### config.mk
export PLATFORM = sky130hd
export DESIGN_NAME = count_rollover_monitor
export DESIGN_NICKNAME = d
export VERILOG_FILES = /design/src/rtl/count_rollover_monitor_pkg.sv /design/src/rtl/count_rollover_monitor_sample_sync.sv /design/src/rtl/count_rollover_monitor.sv
export SDC_FILE = /design/constraint.sdc
export NUM_CORES = 1
export LEC_CHECK = 0
export CORE_MARGIN = 10
export CORE_UTILIZATION = 45
export DETAILED_ROUTE_END_ITERATION = 7
export PLACE_DENSITY = 0.77
export SKIP_CTS_REPAIR_TIMING = 1
export SYNTH_ARGS = -nofsm -noshare
export SYNTH_HDL_FRONTEND = slang
export SYNTH_SLANG_ARGS = --single-unit
### constraint.sdc
create_clock -name i_clk -period 2 [get_ports i_clk]
set_clock_uncertainty 0.15 [all_clocks]
set_input_delay 0.4 -clock i_clk [delete_from_list [all_inputs] [get_ports i_clk]]
set_output_delay 0.4 -clock i_clk [all_outputs]
set_load 0.02 [all_outputs]
### src/rtl/count_rollover_monitor_pkg.sv
// Shared definitions for the count rollover monitor.
//   COUNT_W : width of the monitored count (fixed at 4 for this release)
//   state_e : monitor FSM state encoding, also exported on the debug state port
package count_rollover_monitor_pkg;

  localparam int unsigned COUNT_W = 4;

  typedef enum logic [1:0] {
    StIdle  = 2'b00,
    StTrack = 2'b01,
    StError = 2'b10
  } state_e;

endpackage

### src/rtl/count_rollover_monitor_sample_sync.sv
// Two-stage sampler for a count that may glitch between clock edges.
// A sample is flagged valid only when both stages agree, so a value must be
// stable across two consecutive edges before downstream logic can use it.
// Ports:
//   i_clk    : clock, rising edge
//   i_reset  : synchronous active-high reset, clears both stages to 0
//   i_d      : raw input value
//   o_sample : second-stage value
//   o_valid  : high when both stages hold the same value
module count_rollover_monitor_sample_sync #(
  parameter int unsigned W = count_rollover_monitor_pkg::COUNT_W
) (
  input  logic         i_clk,
  input  logic         i_reset,
  input  logic [W-1:0] i_d,
  output logic [W-1:0] o_sample,
  output logic         o_valid
);

  logic [W-1:0] r_s1;
  logic [W-1:0] r_s2;

  // Sampling runs every cycle so the pipeline is already primed on re-enable.
  always_ff @(posedge i_clk) begin
    if (i_reset) begin
      r_s1 <= '0;
      r_s2 <= '0;
    end else begin
      r_s1 <= i_d;
      r_s2 <= r_s1;
    end
  end

  assign o_sample = r_s2;
  assign o_valid  = (r_s1 == r_s2);

endmodule

### src/rtl/count_rollover_monitor.sv
// Monitors a 4-bit serial carry counter: debounces its value, tracks it,
// pulses and counts on every accepted 15->0 rollover, and raises a sticky
// error when an accepted value is not the successor of the tracked value.
// Ports:
//   i_clk          : clock, rising edge
//   i_reset        : synchronous active-high reset
//   i_count_in     : raw count, may glitch between edges
//   i_enable       : 1 = monitor active, 0 = freeze and resync
//   i_clear_error  : one-cycle request to clear the sticky error (ERROR state only)
//   o_stable_count : last accepted count value
//   o_wrap_pulse   : one-cycle pulse on an accepted rollover
//   o_wrap_count   : saturating rollover count since reset
//   o_seq_error    : sticky sequence error flag
//   o_state        : FSM state for debug
module count_rollover_monitor #(
  parameter int unsigned WRAP_W  = 8,
  parameter int unsigned COUNT_W = count_rollover_monitor_pkg::COUNT_W
) (
  input  logic               i_clk,
  input  logic               i_reset,
  input  logic [COUNT_W-1:0] i_count_in,
  input  logic               i_enable,
  input  logic               i_clear_error,
  output logic [COUNT_W-1:0] o_stable_count,
  output logic               o_wrap_pulse,
  output logic [WRAP_W-1:0]  o_wrap_count,
  output logic               o_seq_error,
  output logic [1:0]         o_state
);

  import count_rollover_monitor_pkg::*;

  state_e             r_state;
  state_e             w_state_next;
  logic [COUNT_W-1:0] r_stable_count;
  logic [WRAP_W-1:0]  r_wrap_count;
  logic               r_wrap_pulse;
  logic               r_seq_error;

  logic [COUNT_W-1:0] w_sample;
  logic               w_valid;
  logic               w_accept;
  logic [COUNT_W-1:0] w_succ;
  logic               w_same;
  logic               w_is_succ;
  logic               w_at_max;
  logic               w_bad;
  logic               w_load;
  logic               w_wrap;
  logic               w_set_err;
  logic               w_clr_err;

  count_rollover_monitor_sample_sync #(
    .W (COUNT_W)
  ) u_sample_sync (
    .i_clk    (i_clk),
    .i_reset  (i_reset),
    .i_d      (i_count_in),
    .o_sample (w_sample),
    .o_valid  (w_valid)
  );

  assign w_accept  = w_valid & i_enable;
  assign w_succ    = r_stable_count + {{(COUNT_W-1){1'b0}}, 1'b1};
  assign w_same    = (w_sample == r_stable_count);
  assign w_is_succ = (w_sample == w_succ);
  assign w_at_max  = &r_stable_count;
  // Only meaningful once a reference value exists (TRACK/ERROR).
  assign w_bad     = w_accept & ~w_same & ~w_is_succ;

  // State register.
  always_ff @(posedge i_clk) begin
    if (i_reset) begin
      r_state <= StIdle;
    end else begin
      r_state <= w_state_next;
    end
  end

  // Next-state logic.
  always_comb begin
    w_state_next = r_state;
    if (!i_enable) begin
      w_state_next = StIdle;
    end else begin
      case (r_state)
        StIdle:  if (w_accept) w_state_next = StTrack;
        StTrack: if (w_bad) w_state_next = StError;
        StError: begin
          // A fresh sequence error beats a simultaneous clear request.
          if (w_bad) begin
            w_state_next = StError;
          end else if (i_clear_error) begin
            w_state_next = StTrack;
          end
        end
        default: w_state_next = StIdle;
      endcase
    end
  end

  // Output/action decode.
  always_comb begin
    w_load    = 1'b0;
    w_wrap    = 1'b0;
    w_set_err = 1'b0;
    w_clr_err = 1'b0;
    case (r_state)
      StIdle: w_load = w_accept;
      StTrack, StError: begin
        w_load    = w_accept & ~w_same;
        w_wrap    = w_accept & w_is_succ & w_at_max;
        w_set_err = w_bad;
        w_clr_err = (r_state == StError) & i_enable & i_clear_error & ~w_bad;
      end
      default: ;
    endcase
  end

  // Datapath registers.
  always_ff @(posedge i_clk) begin
    if (i_reset) begin
      r_stable_count <= '0;
      r_wrap_count   <= '0;
      r_wrap_pulse   <= 1'b0;
      r_seq_error    <= 1'b0;
    end else begin
      if (w_load) begin
        r_stable_count <= w_sample;
      end
      r_wrap_pulse <= w_wrap;
      if (w_wrap && !(&r_wrap_count)) begin
        r_wrap_count <= r_wrap_count + {{(WRAP_W-1){1'b0}}, 1'b1};
      end
      if (w_set_err) begin
        r_seq_error <= 1'b1;
      end else if (w_clr_err) begin
        r_seq_error <= 1'b0;
      end
    end
  end

  assign o_stable_count = r_stable_count;
  assign o_wrap_pulse   = r_wrap_pulse;
  assign o_wrap_count   = r_wrap_count;
  assign o_seq_error    = r_seq_error;
  assign o_state        = r_state;

endmodule

==> reports/summary.txt <==
status: finished with violations
failing checks: setup timing
top_reg_cell synth: dfxtp_1
Comb power frac: 16.9%
Die H: 71.5 um
DIE AREA: 5120 sq um
Port Buf Inserts: 23
top-area cell type share of the netlist area: 40.2%
Worst setup startpoint: o_stable_count[3]
Reg power frac: 57.8%
count leader, synth: dfxtp_1
Syn Area/Cell: 9.56 sq um
Cells after Synth: 125
Layout Utilization: 71.3%
nets@finish: 187
GR Overflow Total: 0
Residual DRC: 0
Non-Filler Instances: 202
Worst-Skew Late Latency: 0.32 ns
total leakage power: 0.781 nW
initial antenna violation count: 0
Reg2Reg Setup Slack: -0.30 ns
via count: 1106
Worst Hold Class: reg2reg
CP max FO: 5
VDD IR-drop max: 539 uV
Initial Util: 47.8%
Yosys cell types: 32
Startpoint Class: register
first-pass iteration count of the detailed router: 5
CTS Buf Count: 3
Final Cycle Share: 115%
crit path kind: reg2reg
WL final: 3170 um
most frequent cells after synthesis: 24 x dfxtp_1, 9 x nor2_1, 9 x nor2b_1, 8 x a21oi_1, 7 x xor2_1
Setup violations, final: 9
# fillers: 188
sequential area share after synthesis: 40.2%
I/O Pins: 24
Die Wd: 71.5 um
# H-tree levels: 1
vias in the first global route: 1117
Worst-path clk slew: 0.13 ns
met2 WL: 1630 um
Area Overhead vs Synth: 49.1%
total power: 0.856 mW
CTS tree: done
Max Buffers Root-to-Sink: 2
Sink Count: 24
first-pass GRT wire length: 4970 um
total track usage: 11.5%
fin crit period: 2.30 ns
top cells by area, synth: dfxtp_1 40%, ha_1 6.3%, xor2_1 5.1%
number of DRC markers in iteration 0: 63
ANT nets after route: 0
PnR worst setup slack: -0.302 ns
Setup crit end kind: register
Hold Fails Final Rpt: 0
Post-synth EDFFs: 0
WL/cell: 15.7 um
share of post-route cells with drive strength above 1: 27.3%
Post-synth ARST share: 0%
placed insts: 193
Switching Share: 25.4%
HPWL after DPL: 2340 um
Critical Path RT: 2.09 ns
WHS: 0.334 ns
warnings from Yosys: 0
GPL Wtd Cong: 0.920
Setup TNS: -1.13 ns
Netlist Area Pre-Place: 1190 sq um
worst rel slew slack: 75.6%
number of synthesized register bits: 24
Int Power: 0.639 mW
Worst-Margin Slew: 0.363 ns
CORE AREA: 2500 sq um
Critical R2R Launch: o_stable_count[3]
CTS root buf: clkbuf_4
area leader, netlist: dfxtp_1
via/cell ratio: 5.48
antenna fix cells: 0
Met3 Routed Length: 199 um
unrepaired setup endpoints after global routing: yes
Site Rows: 18
maximum number of pins on one net before global-route repair: 14
Clk network pwr share: 25.3%
worst path arrival time: 2.40 ns
Final Max Slew Viols: 0
max layer used: met4
PwrDens: 480 nW/um^2
syn_nets: 139
hold path startpoint: u_sample_sync.r_s1[0]
Net Sw Power: 0.217 mW
FMAX: 0.434 GHz
Met1 Wirelength: 1290 um
maxcap violations: 0
## power groups by stage
stage / clock network (mW) / logic [mW] / registers [mW]
3_5_place_dp: 0 / 0.125 / 0.504
6_report: 0.216 / 0.145 / 0.495
4_1_cts: 0.221 / 0.126 / 0.494
2_1_floorplan: 0 / 0.0680 / 0.509
5_1_grt: 0.244 / 0.157 / 0.496
3_3_place_gp: 0 / 0.121 / 0.504
## metrics by stage
step	setup WS, ns	instance area [sq um]
after global routing	-0.329	1780
after detailed placement	-0.161	1620
final	-0.302	1780
after global placement	-0.0992	1620
after CTS	-0.193	1640
after floorplan	-0.0621	1230
## layer usage
layer,GRT usage [%],up-vias
met5,0,-
met4,4.30,0
met3,4.13,6
met2,19.8,31
met1,12.5,529
li1,-,540
## layout by cell type, fill, tap and decap left out, types with 2 or more instances in the layout
cell / instances
nand2_1: 3
dlymetal6s2s_1: 6
xnor2_1: 4
dfxtp_1: 17
mux2i_1: 5
buf_6: 2
o31ai_1: 3
clkdlybuf4s50_1: 17
a21oi_1: 7
a21o_1: 2
nor2b_1: 9
nand2b_1: 2
or4_1: 3
clkbuf_4: 3
and4_1: 2
buf_4: 21
nor2_1: 9
or3_1: 2
ha_1: 5
nand4_1: 5
xor2_1: 5
inv_1: 4
nand3_1: 4
dfxtp_4: 3
dfxtp_2: 4
nor3_2: 2
o21ai_0: 2
## critical path, cell delays in order (launching register included)
cell	delay, ns
dfxtp_4	0.39
xnor2_4	0.17
xor2_4	0.20
nor4_4	0.41
nand4_4	0.18
or4_1	0.57
a21oi_1	0.16
## path summary, 6_finish.rpt
check                                                 end  cells past startpoint
worst max-delay path                      o_wrap_count[3]                      6
worst min register to register  u_sample_sync.o_sample[0]                      1
worst min-delay path            u_sample_sync.o_sample[0]                      1
worst max register to register            o_wrap_count[3]                      6
## cell families after synthesis
group | after synthesis | share of synthesized area (%)
mux | 5 | 4.19
xor+xnor | 13 | 9.53
compound gates | 20 | 10.4
fa+ha+maj | 6 | 6.28
flops | 24 | 40.2
simple gates | 50 | 27.2
buf+inv | 7 | 2.20
## flip-flops by register name, indices dropped and copies added (netlist names)
| register | flops |
|---|---|
| o_wrap_count | 8 |
| u_sample_sync.r_s1 | 4 |
| o_seq_error | 1 |
| o_wrap_pulse | 1 |
| u_sample_sync.o_sample | 4 |
| o_state | 2 |
| o_stable_count | 4 |
## final cells by class
cell class,count,area [sq um],share of cell area [%]
inverter,4,15.0,0.843
sequential,24,497,27.9
timing repair buffer,46,425,23.9
clock buffer,4,26.3,1.47
tap,30,37.5,2.11
multi-input combinational,94,781,43.8
(Power assumes the default switching activity.)
